<file path="config.mk">
export PLATFORM = sky130hd
export DESIGN_NAME = score_digit_sequencer
export DESIGN_NICKNAME = d
export VERILOG_FILES = /design/src/rtl/vga_pkg.sv /design/src/rtl/bcd_dabble_step.sv /design/src/rtl/score_digit_sequencer.sv
export SDC_FILE = /design/constraint.sdc
export NUM_CORES = 1
export LEC_CHECK = 0
export ABC_AREA = 1
export CORE_MARGIN = 2
export CORE_UTILIZATION = 53
export CTS_CLUSTER_DIAMETER = 50
export DETAILED_ROUTE_END_ITERATION = 6
export PLACE_DENSITY_LB_ADDON = 0.3
export SLEW_MARGIN = 5
export SYNTH_ARGS = -nofsm -noshare
export SYNTH_HDL_FRONTEND = slang
export SYNTH_SLANG_ARGS = --single-unit
export TNS_END_PERCENT = 1
</file>
<file path="constraint.sdc">
create_clock -name clk -period 3.6 [get_ports clk]
set_input_delay 0.36 -clock clk [delete_from_list [all_inputs] [get_ports clk]]
set_output_delay 0.36 -clock clk [all_outputs]
set_load 0.01 [all_outputs]
</file>
<file path="src/rtl/vga_pkg.sv">
// Shared constants, state encoding and input clamp for the score digit sequencer.
package vga_pkg;

   localparam int DIGITS    = 3;
   localparam int BIN_BITS  = 10;
   localparam int MAX_VALUE = 999;
   localparam int BCD_W     = 4 * DIGITS;
   localparam int CNT_W     = $clog2(BIN_BITS);

   typedef enum logic [1:0] {
      IDLE   = 2'd0,
      CONV_S = 2'd1,
      CONV_H = 2'd2,
      COMMIT = 2'd3
   } seq_state_e;

   // Negative values read as zero, anything above the display range saturates.
   function automatic logic [BIN_BITS-1:0] clamp_value(input logic [31:0] value);
      logic [BIN_BITS-1:0] result;
      if (value[31]) begin
         result = '0;
      end else if (value > 32'(MAX_VALUE)) begin
         result = BIN_BITS'(MAX_VALUE);
      end else begin
         result = value[BIN_BITS-1:0];
      end
      return result;
   endfunction

endpackage

</file>
<file path="src/rtl/bcd_dabble_step.sv">
// One combinational shift-add-3 iteration of the binary-to-BCD conversion.
module bcd_dabble_step
   import vga_pkg::*;
(
   input  logic [BCD_W-1:0]    bcd,
   input  logic [BIN_BITS-1:0] bin,
   output logic [BCD_W-1:0]    bcd_next,
   output logic [BIN_BITS-1:0] bin_next
);

   logic [BCD_W-1:0]          adj_s;
   logic [BCD_W+BIN_BITS-1:0] shifted_s;

   // Add 3 to every nibble that would overflow past 9 after the shift.
   always_comb begin
      adj_s = bcd;
      for (int i = 0; i < DIGITS; i++) begin
         if (bcd[4*i +: 4] >= 4'd5) begin
            adj_s[4*i +: 4] = bcd[4*i +: 4] + 4'd3;
         end else begin
            adj_s[4*i +: 4] = bcd[4*i +: 4];
         end
      end
   end

   // Shift the combined word left; the binary MSB enters the BCD LSB.
   always_comb begin
      shifted_s = {adj_s, bin} << 1;
      bcd_next  = shifted_s[BCD_W+BIN_BITS-1:BIN_BITS];
      bin_next  = shifted_s[BIN_BITS-1:0];
   end

endmodule

</file>
<file path="src/rtl/score_digit_sequencer.sv">
// Latches score/high score at the frame boundary, converts both through one
// shared double-dabble step, and publishes both BCD words together.
module score_digit_sequencer
   import vga_pkg::*;
(
   input  logic             clk,
   input  logic             reset,
   input  logic             frame_start,
   input  logic [31:0]      score,
   input  logic [31:0]      high_score,
   output logic [BCD_W-1:0] score_digits,
   output logic [BCD_W-1:0] high_score_digits,
   output logic             busy,
   output logic             digits_valid,
   output logic             dropped_start
);

   localparam logic [CNT_W-1:0] LAST_STEP = CNT_W'(BIN_BITS - 1);

   seq_state_e          state_q, state_d;
   logic [CNT_W-1:0]    cnt_q, cnt_d;
   logic [BCD_W-1:0]    bcd_q, bcd_d;
   logic [BIN_BITS-1:0] bin_q, bin_d;
   logic [BIN_BITS-1:0] hi_bin_q, hi_bin_d;
   logic [BCD_W-1:0]    hold_q, hold_d;
   logic [BCD_W-1:0]    score_digits_q, score_digits_d;
   logic [BCD_W-1:0]    high_digits_q, high_digits_d;
   logic                busy_q, busy_d;
   logic                valid_q, valid_d;
   logic                dropped_q, dropped_d;

   logic [BCD_W-1:0]    step_bcd_s;
   logic [BIN_BITS-1:0] step_bin_s;

   bcd_dabble_step u_step (
      .bcd      (bcd_q),
      .bin      (bin_q),
      .bcd_next (step_bcd_s),
      .bin_next (step_bin_s)
   );

   // Next-state and datapath control for the latch/convert/convert/commit sequence.
   always_comb begin
      state_d        = state_q;
      cnt_d          = cnt_q;
      bcd_d          = bcd_q;
      bin_d          = bin_q;
      hi_bin_d       = hi_bin_q;
      hold_d         = hold_q;
      score_digits_d = score_digits_q;
      high_digits_d  = high_digits_q;
      valid_d        = 1'b0;
      case (state_q)
         IDLE: begin
            if (frame_start) begin
               bin_d    = clamp_value(score);
               hi_bin_d = clamp_value(high_score);
               bcd_d    = '0;
               cnt_d    = '0;
               state_d  = CONV_S;
            end else begin
               state_d  = IDLE;
            end
         end
         CONV_S: begin
            if (cnt_q == LAST_STEP) begin
               // Park the score result and restart the datapath on the high score.
               hold_d  = step_bcd_s;
               bcd_d   = '0;
               bin_d   = hi_bin_q;
               cnt_d   = '0;
               state_d = CONV_H;
            end else begin
               bcd_d   = step_bcd_s;
               bin_d   = step_bin_s;
               cnt_d   = cnt_q + CNT_W'(1);
            end
         end
         CONV_H: begin
            bcd_d = step_bcd_s;
            bin_d = step_bin_s;
            if (cnt_q == LAST_STEP) begin
               cnt_d   = '0;
               state_d = COMMIT;
            end else begin
               cnt_d   = cnt_q + CNT_W'(1);
            end
         end
         COMMIT: begin
            score_digits_d = hold_q;
            high_digits_d  = bcd_q;
            valid_d        = 1'b1;
            state_d        = IDLE;
         end
         default: begin
            state_d = IDLE;
         end
      endcase
      busy_d    = (state_d != IDLE);
      dropped_d = frame_start && (state_q != IDLE);
   end

   // State, work registers and registered outputs.
   always_ff @(posedge clk or negedge reset) begin
      if (!reset) begin
         state_q        <= IDLE;
         cnt_q          <= '0;
         bcd_q          <= '0;
         bin_q          <= '0;
         hi_bin_q       <= '0;
         hold_q         <= '0;
         score_digits_q <= '0;
         high_digits_q  <= '0;
         busy_q         <= 1'b0;
         valid_q        <= 1'b0;
         dropped_q      <= 1'b0;
      end else begin
         state_q        <= state_d;
         cnt_q          <= cnt_d;
         bcd_q          <= bcd_d;
         bin_q          <= bin_d;
         hi_bin_q       <= hi_bin_d;
         hold_q         <= hold_d;
         score_digits_q <= score_digits_d;
         high_digits_q  <= high_digits_d;
         busy_q         <= busy_d;
         valid_q        <= valid_d;
         dropped_q      <= dropped_d;
      end
   end

   assign score_digits      = score_digits_q;
   assign high_score_digits = high_digits_q;
   assign busy              = busy_q;
   assign digits_valid      = valid_q;
   assign dropped_start     = dropped_q;

endmodule

</file>
==> impl_metrics.csv <==
group,metric,value,unit
outcome,status,"completed",
timing,tightest_slew,0.950,ns
cts,clkLatencyLatePin,0.36,ns
timing,relSlewSlack,36.7,%
grt,first_global_vias,3200,
setup_path,start_kind,"flop",
setup_path,regToRegSetupSlack,1.31,ns
synth,seq_area_frac_synth,50.1,%
cts,post_cts_buffers,0,
synth,synthDistinctLibCells,36,
cts,cts_max_level,3,
detailed_routing,drc,0,
timing,setup_tns,0,ns
cts,clock-root-buffer,"clkbuf_8",
cells_and_area,drive_above_1_share,9.09,%
detailed_routing,vias,3304,
die,ioPinCount,94,
power_and_ir_drop,power_leakage,0.00239,uW
setup_path,r2r_cells,9,
detailed_routing,avgViaCountPerCell,5.01,
cells_and_area,antennaDiodeCount,0,
placed_design,gp_congestion,0.864,
setup_path,path_max_fanout,22,
timing,finalCriticalPeriod,2.29,ns
cts,postCtsHoldBufs,0,
cts,cts.sinks,77,
synth,netlist.area_leader.share,50.1,%
grt,grt_max_degree,78,
cells_and_area,n_fill_cell,575,
grt,grt_pass1_wl,14.0,mm
cells_and_area,syn2layout_area_growth,31.7,%
grt,track_usage,22.8,%
setup_path,endpoint_kind,"flop",
cells_and_area,final_area,5060,um^2
synth,syn_inst,463,
placed_design,placement.cell_area,4840,um^2
synth,syn-num-nets,542,
detailed_routing,drtPass1Iterations,4,
power_and_ir_drop,p_total,1920,uW
placed_design,hpwl,6.10,mm
power_and_ir_drop,peakVddDrop,0.000217,V
placed_design,place_ws,1.22,ns
power_and_ir_drop,powerDensity,380,nW/um^2
detailed_routing,drt_iter0_drc,179,
synth,ys_seq_elements,77,
hold_path,hp-class,"input pin to async pin",
cts,ctsLongestPathBuffers,2,
synth,synth_area_leaders,"dfrtp_1 50%, nand2_1 15%, nor2_1 4.3%",
timing,fin_ws,1.31,ns
die,die_height,89.1,um
timing,fin_crit_sh,63.5,%
detailed_routing,wl,8.33,mm
timing,rsz0062_at_grt,"no",
placed_design,portBuffers,93,
cells_and_area,layout_commonest_cell,"nand2_1",
die,die_w,89.1,um
synth,yosysWarnings,0,
die,die-area,7950,um^2
cells_and_area,mostFrequentLayoutCells,"149 x nand2_1, 92 x clkdlybuf4s50_1, 77 x dfrtp_1",
cts,cts_tree,"yes",
cts,cts-buffers-inserted,9,
cts,clkTransAtPathRegs,0.08,ns
setup_path,cp.arrival,2.54,ns
timing,hold_ws,0.150,ns
cells_and_area,fin_nets,635,
setup_path,worst-endpoint-required,3.85,ns
timing,skew,0.00852,ns
grt,gr-total-overflow,0,
timing,max_freq,0.437,GHz
synth,syn-cell-area,3840,um^2
grt,antenna_found_initial,0,
synth,syn_avg_cell_area,8.30,um^2
detailed_routing,ant_nets,0,
flow_run,cap_viol_max_count,0,
timing,final_max_slew_viol_count,0,
timing,setup_viol,0,
die,rows,31,
detailed_routing,post_drt_wl_per_cell,12.6,um
setup_path,path_class,"flop to flop",
die,start_util,53.8,%
synth,synth_largest_area_cell,"dfrtp_1",
cts,cts.repair.resized,0,
timing,hold_viol,0,
die,coreArea,7140,um^2
## power by group
part	leakage, uW	switching, uW	total (uW)	internal, uW
combinational	0.00128	129	244	115
clock	0.000114	321	733	412
sequential	0.000994	33.1	944	911
total	0.00239	483	1920	1440
## final cells by class
type / instances / area (um^2) / area share, %
multi-input cells: 326 / 1670 / 32.9
inverters: 47 / 178 / 3.51
clock buffers: 11 / 141 / 2.79
well taps: 99 / 124 / 2.45
repair buffers: 95 / 943 / 18.6
clock inverters: 5 / 82.6 / 1.63
flip-flops and latches: 77 / 1930 / 38.1
## worst paths after layout
check,from,to
max reg2reg,state_q[0],cnt_q[2]
max,state_q[0],cnt_q[2]
max in group asynchronous,reset,hi_bin_q[4]
min reg2reg,bin_q[5],bin_q[5]
min,reset,score_digits[1]
min in group clk,bin_q[5],bin_q[5]
## cells in the mapped netlist
cell / number
nand2_1: 149
dfrtp_1: 77
nor2_1: 44
inv_1: 41
a21oi_1: 21
o21ai_0: 19
nand3_1: 17
ha_1: 12
o21ai_1: 11
mux2_2: 9
buf_2: 7
or2_1: 6
xor2_1: 6
inv_2: 5
o22ai_1: 5
nand2_2: 4
clkbuf_1: 3
nand4_1: 3
nor2_2: 3
buf_4: 2
nor2_4: 2
nor3_2: 2
or2_2: 2
a211oi_1: 1
a21oi_4: 1
a31oi_1: 1
buf_6: 1
clkinv_2: 1
nand2_4: 1
nand3_2: 1
nor2_8: 1
nor3_1: 1
nor3b_1: 1
o211ai_2: 1
o21bai_1: 1
or2_0: 1
## kinds of logic (layout without fill, tap and decap cells)
group / after synthesis / count (layout) / synth area share [%]
flops: 77 / 77 / 50.1
mux: 9 / 9 / 2.64
buf+inv: 60 / 158 / 6.51
simple gates: 238 / 238 / 26.7
compound gates: 61 / 61 / 8.76
xor+xnor: 6 / 6 / 1.37
fa+ha+maj: 12 / 12 / 3.91
## worst max-delay path, cell delays in order (launching register included)
cell and delay, ns:
dfrtp_1 0.41, inv_1 0.08, ha_1 0.24, nand2_1 0.34, inv_2 0.11, a21oi_4 0.38, inv_2 0.27, a21oi_1 0.18
o21bai_1 0.11, inv_1 0.05
## flip-flops by register name, summed over array words and instances, names as in the netlist
name and cells:
dropped_start 1, bcd_q 12, bin_q 10, state_q 2, digits_valid 1, hi_bin_q 10, busy 1, score_digits 12
cnt_q 4, high_score_digits 12, hold_q 12
## per-stage QoR
step	cells	utilization, %
global route	660	70.9
detailed placement	644	67.8
floorplan	463	-
global placement	644	67.8
CTS	660	70.9
finish	660	70.9
## routing by layer
metal | share of wire, % | track usage, %
met4 | 1.9 | 9.77
met5 | 0 | 0
met2 | 50 | 38.5
met1 | 44 | 28.8
met3 | 4.4 | 4.34
Note: power is estimated with default switching activity, not from simulation.
